File: src/rtl/pc_stack_unit_if.sv
// Command/status bundle between the control FSM and the program counter / return stack.
// master = controller side, slave = pc_stack_unit side.
interface pc_stack_unit_if #(
    parameter int unsigned W     = 10,
    parameter int unsigned DEPTH = 8
);
    localparam int unsigned DW = $clog2(DEPTH + 1);

    logic [W-1:0]  din;
    logic          pc_ld;
    logic          pc_inc;
    logic          pc_call;
    logic          pc_ret;
    logic          err_clr;
    logic [W-1:0]  pc_count;
    logic [DW-1:0] stk_cnt;
    logic          stk_full;
    logic          stk_empty;
    logic          stk_err;

    modport master (
        output din, pc_ld, pc_inc, pc_call, pc_ret, err_clr,
        input  pc_count, stk_cnt, stk_full, stk_empty, stk_err
    );

    modport slave (
        input  din, pc_ld, pc_inc, pc_call, pc_ret, err_clr,
        output pc_count, stk_cnt, stk_full, stk_empty, stk_err
    );
endinterface

File: src/rtl/pc_stack_unit.sv
// Program counter with programmable wrap and an integrated hardware return-address stack.
// One command per edge, priority RET > CALL > LD > INC; stack read is combinational.
module pc_stack_unit #(
    parameter int unsigned W         = 10,
    parameter int unsigned RESET_VEC = 1,
    parameter int unsigned WRAP_VEC  = 1,
    parameter int unsigned DEPTH     = 8
) (
    input logic             i_clk,
    input logic             i_rst,
    pc_stack_unit_if.slave  bus
);
    localparam int unsigned DW = $clog2(DEPTH + 1);
    localparam int unsigned AW = (DEPTH > 1) ? $clog2(DEPTH) : 1;

    if (W < 4 || W > 32) begin : g_bad_w
        $error("pc_stack_unit: W out of range");
    end
    if (DEPTH < 1 || DEPTH > 64) begin : g_bad_depth
        $error("pc_stack_unit: DEPTH out of range");
    end

    logic [W-1:0]  r_pc;
    logic [DW-1:0] r_cnt;
    logic          r_err;
    logic [W-1:0]  r_stack [DEPTH];

    logic [W-1:0]  w_pc_d;
    logic [DW-1:0] w_cnt_d;
    logic          w_err_d;
    logic [W-1:0]  w_nxt;
    logic          w_full;
    logic          w_empty;
    logic          w_push;
    logic [AW-1:0] w_wr_idx;
    logic [AW-1:0] w_rd_idx;
    logic [DW-1:0] w_cnt_m1;

    assign w_full   = (r_cnt == DW'(DEPTH));
    assign w_empty  = (r_cnt == '0);
    assign w_nxt    = (r_pc == {W{1'b1}}) ? WRAP_VEC[W-1:0] : r_pc + W'(1);
    assign w_cnt_m1 = r_cnt - DW'(1);
    assign w_wr_idx = r_cnt[AW-1:0];
    assign w_rd_idx = w_cnt_m1[AW-1:0];

    always_comb begin
        w_pc_d  = r_pc;
        w_cnt_d = r_cnt;
        w_err_d = r_err & ~bus.err_clr;
        w_push  = 1'b0;
        if (bus.pc_ret) begin
            if (w_empty) begin
                w_err_d = 1'b1;
            end else begin
                w_pc_d  = r_stack[w_rd_idx];
                w_cnt_d = w_cnt_m1;
            end
        end else if (bus.pc_call) begin
            w_pc_d = bus.din;
            if (w_full) begin
                w_err_d = 1'b1;
            end else begin
                w_push  = 1'b1;
                w_cnt_d = r_cnt + DW'(1);
            end
        end else if (bus.pc_ld) begin
            w_pc_d = bus.din;
        end else if (bus.pc_inc) begin
            w_pc_d = w_nxt;
        end
    end

    always_ff @(posedge i_clk or posedge i_rst) begin
        if (i_rst) begin
            r_pc  <= RESET_VEC[W-1:0];
            r_cnt <= '0;
            r_err <= 1'b0;
        end else begin
            r_pc  <= w_pc_d;
            r_cnt <= w_cnt_d;
            r_err <= w_err_d;
        end
    end

    // Contents need no reset; the count alone defines which entries are valid.
    always_ff @(posedge i_clk) begin
        if (w_push && !i_rst) begin
            r_stack[w_wr_idx] <= w_nxt;
        end
    end

    assign bus.pc_count  = r_pc;
    assign bus.stk_cnt   = r_cnt;
    assign bus.stk_full  = w_full;
    assign bus.stk_empty = w_empty;
    assign bus.stk_err   = r_err;

endmodule

File: src/flat_wrapper.sv
// flat-port wrapper written by rule: the top's interface ports become plain ports
module pc_stack_unit_flat 
#(
    parameter int unsigned W         = 10,
    parameter int unsigned RESET_VEC = 1,
    parameter int unsigned WRAP_VEC  = 1,
    parameter int unsigned DEPTH     = 8
)
  (i_clk, i_rst, bus_din, bus_pc_ld, bus_pc_inc, bus_pc_call, bus_pc_ret, bus_err_clr, bus_pc_count, bus_stk_cnt, bus_stk_full, bus_stk_empty, bus_stk_err);
  pc_stack_unit_if #(.W(W), .DEPTH(DEPTH)) bus_i ();
  input logic i_clk;
  input logic i_rst;
  input wire logic [$bits(bus_i.din)-1:0] bus_din;
  input wire logic [$bits(bus_i.pc_ld)-1:0] bus_pc_ld;
  input wire logic [$bits(bus_i.pc_inc)-1:0] bus_pc_inc;
  input wire logic [$bits(bus_i.pc_call)-1:0] bus_pc_call;
  input wire logic [$bits(bus_i.pc_ret)-1:0] bus_pc_ret;
  input wire logic [$bits(bus_i.err_clr)-1:0] bus_err_clr;
  output wire logic [$bits(bus_i.pc_count)-1:0] bus_pc_count;
  output wire logic [$bits(bus_i.stk_cnt)-1:0] bus_stk_cnt;
  output wire logic [$bits(bus_i.stk_full)-1:0] bus_stk_full;
  output wire logic [$bits(bus_i.stk_empty)-1:0] bus_stk_empty;
  output wire logic [$bits(bus_i.stk_err)-1:0] bus_stk_err;
  assign bus_i.din = bus_din;
  assign bus_i.pc_ld = bus_pc_ld;
  assign bus_i.pc_inc = bus_pc_inc;
  assign bus_i.pc_call = bus_pc_call;
  assign bus_i.pc_ret = bus_pc_ret;
  assign bus_i.err_clr = bus_err_clr;
  assign bus_pc_count = bus_i.pc_count;
  assign bus_stk_cnt = bus_i.stk_cnt;
  assign bus_stk_full = bus_i.stk_full;
  assign bus_stk_empty = bus_i.stk_empty;
  assign bus_stk_err = bus_i.stk_err;
  pc_stack_unit #(.W(W), .RESET_VEC(RESET_VEC), .WRAP_VEC(WRAP_VEC), .DEPTH(DEPTH)) u_core (.i_clk(i_clk), .i_rst(i_rst), .bus(bus_i));
endmodule
File: config.mk
export PLATFORM = sky130hd
export DESIGN_NAME = pc_stack_unit_flat
export DESIGN_NICKNAME = d
export VERILOG_FILES = /design/src/rtl/pc_stack_unit_if.sv /design/src/rtl/pc_stack_unit.sv /design/src/flat_wrapper.sv
export SDC_FILE = /design/constraint.sdc
export NUM_CORES = 1
export LEC_CHECK = 0
export CAP_MARGIN = 20
export CORE_ASPECT_RATIO = 1.1
export CORE_UTILIZATION = 30
export DETAILED_ROUTE_END_ITERATION = 6
export PLACE_DENSITY = 0.54
export SYNTH_ARGS = -nofsm -noshare
export SYNTH_HDL_FRONTEND = slang
export SYNTH_SLANG_ARGS = --single-unit
File: constraint.sdc
create_clock -name i_clk -period 3.1 [get_ports i_clk]
set_input_delay 0.775 -clock i_clk [delete_from_list [all_inputs] [get_ports i_clk]]
set_output_delay 0.775 -clock i_clk [all_outputs]
set_load 0.005 [all_outputs]
Yosys cells after proc, flatten, opt, wreduce, memory -nomap -nowiden
Memories as Yosys holds them, arrays and structs flattened.
Cells that the tools add are included.
{ "classes": {"addsub": 3, "n_eq_ne": 4, "muxes": 19, "n_bitwise": 2, "n_reduce_logical": 7} }
{ "op_table": {"columns": ["op", "n"], "rows": [
  ["$mux W10", 6],
  ["$mux W4", 4],
  ["$add A10 B1 Y10 const B", 1],
  ["$eq A10 B10 Y1 const B", 1],
  ["$mux W1", 9],
  ["$add A4 B1 Y4 const B", 1],
  ["$eq A4 B4 Y1 const B", 1],
  ["$logic_not A4 Y1", 1],
  ["$ne A2 B2 Y1 const B", 2],
  ["$reduce_bool A4 Y1", 1],
  ["$sub A4 B1 Y4 const B", 1],
  ["$reduce_and A3 Y1", 1],
  ["$reduce_and A2 Y1", 1],
  ["$reduce_bool A2 Y1", 1],
  ["$and A1 B1 Y1", 1],
  ["$logic_and A1 B1 Y1", 1],
  ["$logic_not A1 Y1", 1],
  ["$not A1 Y1", 1]
]} }
{ "totals": {"ff_bits": 15, "ramBits": 80, "input_bits": 17, "output_inout_bits": 17, "wordCells": 39, "memories": 1} }
{ "mem_list": {"columns": ["memory", "words", "width", "read_ports", "rd_ports_with_merged_regs", "write_ports", "line_no", "rtl"], "rows": [
  ["u_core.r_stack", 8, 10, 1, 0, 1, "pc_stack_unit.sv:26", "logic [W-1:0] r_stack [DEPTH];"]
]} }

Longest topological paths before layout
Gate-level depths: netlist (run 1).
{ "logic_depth": {"ltp_word": 7, "ltp_mapped": 10} }

Worst setup path after synthesis (run 1)
OpenSTA, ideal clock, no wires.
{ "synth_timing": {"path_kind": "register -> register", "start": "register u_core.r_cnt[0], in the netlist u_core.bus.stk_cnt[0]", "end": "memory u_core.r_stack[1][0], enable pin", "setup_time_ns": 0.390, "t_arrival_ns": 2.321, "t_required_ns": 2.710, "slack_ns": 0.390, "stages_incl_launch_ff": 10, "cell_sequence": "dfrtp_1 -> buf_4 -> buf_4 -> inv_1 -> ha_1 -> nand2b_1 -> nor2_1 -> nor3_1 -> nand2_1 -> nor3_1"} }
{ "synth_via": {"elab_chain_cells": 7} }
{ "synth_lines": {"columns": ["element", "line_no", "rtl"], "rows": [
  ["from (decl)", "pc_stack_unit.sv:24", "logic [DW-1:0] r_cnt;"],
  ["from (signal assigned)", "pc_stack_unit.sv:80", "r_cnt <= w_cnt_d;"],
  ["$eq A4 B4 Y1", "pc_stack_unit.sv:39", "assign w_full = (r_cnt == DW'(DEPTH));"],
  ["net bus_stk_full", "flat_wrapper.sv:21", "output wire logic [$bits(bus_i.stk_full)-1:0] bus_stk_full;"],
  ["$mux W1", "pc_stack_unit.sv:60", "if (w_full) begin"],
  ["$mux W1", "pc_stack_unit.sv:58", "end else if (bus.pc_call) begin"],
  ["$mux W1", "pc_stack_unit.sv:51", "if (bus.pc_ret) begin"],
  ["$logic_and A1 B1 Y1", "pc_stack_unit.sv:87", "if (w_push && !i_rst) begin"],
  ["$mux W1", "pc_stack_unit.sv:87", null],
  ["$mux W1 (not written as such)", "pc_stack_unit.sv:88", "r_stack[w_wr_idx] <= w_nxt;"],
  ["to (decl)", "pc_stack_unit.sv:26", null]
]} }
The timed path passes the listed nets, and every way through them passes these cells.

Final worst setup path (run 1)
{ "layout_timing": {"start": "register u_core.r_cnt[1], in the netlist u_core.bus.stk_cnt[1]", "end": "output port bus_stk_full"} }
{ "layout_via": {"elab_chain_cells": 1} }
{ "layout_lines": {"columns": ["element", "line_no"], "rows": [
  ["$eq A4 B4 Y1", "pc_stack_unit.sv:39"],
  ["to (decl)", "flat_wrapper.sv:21"]
]} }
No other way between the ends.

==> metrics, run 1 <==
status=complete, no violations; combinational family with the most area after synthesis=multiplexers; fillcell total=1263; I/O Pins=34; critical path data required time=2.32 ns; Ant. Diodes=0; Setup TNS Final=0 ns; Startpoint Class=flop; Layout area overhead=22.50%; H-tree depth=3; initial core utilization=31.05%; mux cell area share after synthesis=11.40%; Final nets=339; Total Routing Usage GR=15.37%; static leakage=1.697 nW; overall die height=125.2 um; Max-slew headroom=47.37%; Synth Area in XOR/XNOR=1.906%; TritonCTS clock tree=built; Storage cell area=2779 um^2; worst-path maximum fanout=8; Die ar.=14260 um^2; num rows=44; area of the multi-input gates=1266 um^2; ys async rst share=15.79%; Synth Cell Area=4136 um^2; final hold viol count=0; via count=2509; CTS Buf Count=9; fin crit period=2.857 ns; post-synthesis sequential area ratio=67.18%; Arrival @ worst endpoint=2.08 ns; max-slew violations=0; DP Wirelength=7394 um; first-pass GRT wire length=15770 um; initial antenna violation count=0; worst hold path class=flop to flop; Max stage delay on crit path=0.54 ns; vias in the first global route=2484; RSZ-0062 raised after global routing=no; Synth Register Bits=95; CTS Buffer Depth=2; Routed Antenna Nets=0; PwrDens=978.6 nW/um^2; RePlAce Congestion=0.8567; Worst Max-Slew Pin Slew=0.7878 ns; Final Instance Area=5067 um^2; CTS Sinks=95; library cells used by synthesis=47; CORE AREA=13320 um^2; width of the die=114.0 um; Worst Clk Skew=0.01147 ns; syn avg cell area=15.43 um^2; initial DRC count=261; clk root buf=clkbuf_16; cells after synthesis=268; clk slew on worst S/H paths=0.07 ns; pin count of the biggest net entering global routing=26; number of synthesized flops with an enable pin=80; critical path's slowest cell=clkdlybuf4s50_1; Final Power=4.959 mW; Setup violations, final=0; DRC=0; pre-CTS setup slack=0.3919 ns; fmax=350.1 MHz; type of the worst setup path=flop to primary output; Clk Latency, worst-skew pair=0.34 ns; routed len/inst=20.55 um; PostCTS Resize Cnt=0; Via density=4.958; hold buffer count at CTS=0; total nets after synthesis=288; ys flop type=edfxtp_1; layout cells sized above 1=19.25%; drt pass-1 iters=4; compound-gate portion of the synthesized area=7.441%; Synth Area in Simple Gates=8.711%; Max Cap Viol=0; postcts setup bufs=0; worst vdd rail ir drop=0.0003490 V; Overflow after GRT=0; Setup WS post-layout=0.2435 ns; final WL=10400 um; Synth Area in Adders=0.9074%; CP Capture Type=primary output; Critical Path, Cell by Cell=inv_1 > ha_1 > nand2b_1 > nor2_1 > clkdlybuf4s50_1; synth warn=0; Port Buffers=33; FF-to-FF setup slack=0.72 ns; Tcrit/Tclk final=92.15%; DP Area=4782 um^2
## cells in the mapped netlist (2+ instances only)
library cell	n	share of area [%]
or3_1	3	0.45
nor3_1	5	0.60
ha_1	3	0.91
nand2_1	20	1.8
buf_2	3	0.36
buf_6	2	0.54
clkbuf_1	6	0.54
mux4_2	20	11
xor2_1	4	0.85
nand4_1	2	0.30
buf_4	2	0.36
nand3_1	8	0.97
o21ai_0	6	0.73
a221oi_1	2	0.42
a21oi_1	8	0.97
o22a_1	2	0.42
and2_1	3	0.45
xnor2_1	5	1.1
nand2b_1	3	0.45
a31oi_1	6	0.91
o31a_1	2	0.42
inv_1	7	0.64
dfrtp_1	14	8.5
edfxtp_1	80	58
a22oi_1	8	1.5
nor2_1	23	2.1
## final timing paths
| check | from | endpoint | cells after the start |
|---|---|---|---|
| max in group asynchronous | i_rst | u_core.bus.stk_cnt[0]$_DFFE_PP0P_ | 2 |
| worst max register to register | u_core.bus.stk_cnt[1]$_DFFE_PP0P_ | u_core.r_stack[4][2]$_DFFE_PP_ | 8 |
| worst min-delay path | u_core.bus.stk_err$_DFF_PP0_ | u_core.bus.stk_err$_DFF_PP0_ | 2 |
| worst max-delay path | u_core.bus.stk_cnt[1]$_DFFE_PP0P_ | bus_stk_full | 5 |
| worst min register to register | u_core.bus.stk_err$_DFF_PP0_ | u_core.bus.stk_err$_DFF_PP0_ | 2 |
| min in group asynchronous | i_rst | u_core.bus.stk_err$_DFF_PP0_ | 2 |
## logic make-up after synthesis
logic type,count (synthesis)
compound gates,45
flops,95
buf+inv,20
xor+xnor,9
fa+ha+maj,3
simple gates,74
mux,22
## report_power, final
part	internal (mW)	switching [mW]	total, mW	leakage, nW
Combinational	0.850	1.04	1.89	0.658
Sequential	1.75	0.241	2.00	0.901
Clock	0.619	0.456	1.07	0.138
Total	3.22	1.74	4.96	1.70
## per-layer routing
metal	up-vias	track usage (%)	wire (um)
li1	1151	-	-
met3	11	2.036	417
met2	87	24.67	5009
met1	1260	21.61	4811
met4	0	4.889	161
met5	-	0	0
## worst max-delay path: cells and delay by family, from the launching register on
kind,cells,cell delay (ns)
buf+inv,2,0.68
flops,1,0.49
fa+ha+maj,1,0.22
simple gates,2,0.35
## sequential cells by signal, summed over array words and instances, names as in the netlist
signal,count
u_core.bus.stk_err,1
u_core.bus.pc_count,10
u_core.bus.stk_cnt,4
u_core.r_stack,80
## cells in the final DEF (no fill, tap or decap), types with 2 or more instances in the layout
cell type / count
a21oi_1: 8
a221oi_1: 2
a22oi_1: 8
a31oi_1: 6
and2_1: 3
buf_4: 20
clkbuf_16: 9
clkdlybuf4s50_1: 33
dfrtp_1: 14
edfxtp_1: 80
ha_1: 3
inv_1: 7
mux4_2: 20
nand2_1: 20
nand2b_1: 3
nand3_1: 8
nand4_1: 2
nor2_1: 23
nor3_1: 3
nor3_2: 2
o21ai_0: 6
o22a_1: 2
o31a_1: 2
or3_1: 3
xnor2_1: 5
xor2_1: 4
## stage by stage
stage / hold WS, ns / util, % / cells
6_report: 0.5387 / 38.04 / 506
5_1_grt: 0.5585 / 38.04 / 506
2_1_floorplan: 0.5170 / - / 268
3_3_place_gp: 0.5305 / 35.89 / 492
4_1_cts: 0.5375 / 38.04 / 506
3_5_place_dp: 0.5268 / 35.89 / 492
## layout make-up
class,count,share of cell area (%)
clock buffer,9,4.444
clock inverter,5,1.185
inverter,7,0.5185
multi-input combinational,153,24.99
sequential,95,54.84
tap,184,4.543
timing repair buffer,53,9.481
Power figures use the tool's default switching activity.
==> run 2: changes to the inputs <==
- SLEW_MARGIN: unset -> 20
==> results of run 2 <==
Final layout, timing and power as in run 1 (identical DEF).
==> run 3: changes to the inputs <==
- CTS_CLUSTER_DIAMETER: unset -> 60
- PLACE_DENSITY: 0.54 -> unset
==> metrics, run 3 (synthesis results as in run 1) <==
RePlAce Congestion=0.8378 (-2.2%); hold buffer count at CTS=0 (unchanged); Startpoint Class=flop; Arrival @ worst endpoint=2.11 ns (+0.03 ns); CORE AREA=13320 um^2 (unchanged); type of the worst setup path=flop to primary output; postcts setup bufs=0 (unchanged); Port Buffers=33 (unchanged); routed len/inst=20.79 um (+1.1%); commonest non-fill, non-tap cell in the layout=edfxtp_1; initial antenna violation count=0 (unchanged); most frequent cells in the layout=edfxtp_1, clkdlybuf4s50_1, nor2_1; Max stage delay on crit path=0.54 ns (about the same); Ant. Diodes=0 (unchanged); clk root buf=clkbuf_16; Clk Latency, worst-skew pair=0.34 ns (about the same); drt pass-1 iters=5 (+1); Final Power=4.966 mW (+0.15%); Total Routing Usage GR=15.81% (+0.44 points); layout cells sized above 1=19.50% (+0.25 points); TritonCTS clock tree=built; final hold viol count=0 (unchanged); fillcell total=1266 (+0.24%); status=complete, no violations; Worst Clk Skew=0.004743 ns (-0.006724 ns); DRC=0 (unchanged); Setup TNS Final=0 ns (unchanged); DP Area=4782 um^2 (unchanged); Final nets=338 (-0.29%); width of the die=114.0 um (unchanged); RSZ-0062 raised after global routing=no; Max-slew headroom=49.18% (+1.8 points); max-slew violations=0 (unchanged); Final Core Density=38.20% (+0.16 points); critical path's slowest cell=clkdlybuf4s50_1; Setup WS post-layout=0.2187 ns (-0.02480 ns); overall die height=125.2 um (unchanged); num rows=44 (unchanged); pre-CTS setup slack=0.4371 ns (+0.04517 ns); via count=2556 (+1.9%); Die ar.=14260 um^2 (unchanged); fin crit period=2.881 ns (+0.02480 ns); initial core utilization=31.05% (unchanged); worst-path maximum fanout=8 (unchanged); pin count of the biggest net entering global routing=26 (unchanged); Critical Path, Cell by Cell=inv_1 > ha_1 > nand2b_1 > nor2_1 > clkdlybuf4s50_1; PwrDens=976.0 nW/um^2 (-0.27%); CTS Buf Count=9 (unchanged); Via density=5.041 (+1.7%); Tcrit/Tclk final=92.95% (+0.80 points); vias in the first global route=2594 (+4.4%); critical path data required time=2.32 ns (about the same); Max Cap Viol=0 (unchanged); CTS Sinks=95 (unchanged); register with the most flip-flops=u_core.r_stack; H-tree depth=3 (unchanged); PostCTS Resize Cnt=0 (unchanged); Worst Max-Slew Pin Slew=0.7607 ns (-0.02713 ns); Setup violations, final=0 (unchanged); Overflow after GRT=0 (unchanged); Hold WS=0.5373 ns (-0.001433 ns); initial DRC count=302 (+16%); first-pass GRT wire length=16230 um (+2.9%); Routed Antenna Nets=0 (unchanged); fmax=347.1 MHz (-0.86%); static leakage=1.720 nW (+1.3%); Placed Instances=491 (-0.20%); Post-Layout Cell Count=507 (+0.20%); final WL=10540 um (+1.3%); Final Instance Area=5089 um^2 (+0.42%); I/O Pins=34 (unchanged); worst hold path class=flop to flop; CTS Buffer Depth=2 (unchanged); Layout area overhead=23.02%; worst vdd rail ir drop=0.0003263 V (-6.5%); max FFs per register=80 (unchanged); DP Wirelength=7449 um (+0.75%); CP Capture Type=primary output; clk slew on worst S/H paths=0.07 ns (about the same)
==> run 3: power by group <==
group          total (mW)  internal, mW  switching [mW]
sequential           2.00          1.75           0.241
clock                1.10         0.631           0.472
combinational        1.87         0.851            1.02
total                4.97          3.24            1.73
==> run 3: final cells by class <==
| cell class | instances | area, um^2 | area share, % |
|---|---|---|---|
| timing repair buffer | 52 | 473.0 | 9.294 |
| multi-input combinational | 153 | 1285 | 25.25 |
| clock buffer | 10 | 229.0 | 4.500 |
| sequential | 95 | 2779 | 54.61 |
| inverter | 7 | 26.28 | 0.5164 |
| clock inverter | 6 | 66.31 | 1.303 |
| tap | 184 | 230.2 | 4.524 |
==> run 3: final timing paths <==
kind,start,end,slack [ns],depth (start not counted)
worst max-delay path,u_core.bus.stk_cnt[1]$_DFFE_PP0P_,bus_stk_full,0.22,5
worst min-delay path,u_core.bus.stk_err$_DFF_PP0_,u_core.bus.stk_err$_DFF_PP0_,0.54,2
worst max register to register,u_core.bus.stk_cnt[1]$_DFFE_PP0P_,u_core.r_stack[1][6]$_DFFE_PP_,0.74,8
worst min register to register,u_core.bus.stk_err$_DFF_PP0_,u_core.bus.stk_err$_DFF_PP0_,0.54,2
max in group asynchronous,i_rst,u_core.bus.pc_count[8]$_DFFE_PP0P_,1.84,2
min in group asynchronous,i_rst,u_core.bus.stk_cnt[3]$_DFFE_PP0P_,0.85,2
==> run 3: worst max-delay path, delay by kind of cell (launching register included) <==
family        cells  cell delay [ns]
simple gates      2             0.34
fa+ha+maj         1             0.24
flops             1             0.49
buf+inv           2             0.69
==> run 3: routing by layer <==
layer  share of wire, %  vias up  track usage, %
met1                 46     1296           22.28
li1                   -     1154               -
met2                 47       93           24.06
met3                4.9       13           2.957
met4                2.4        0           6.264
met5                  0        -               0
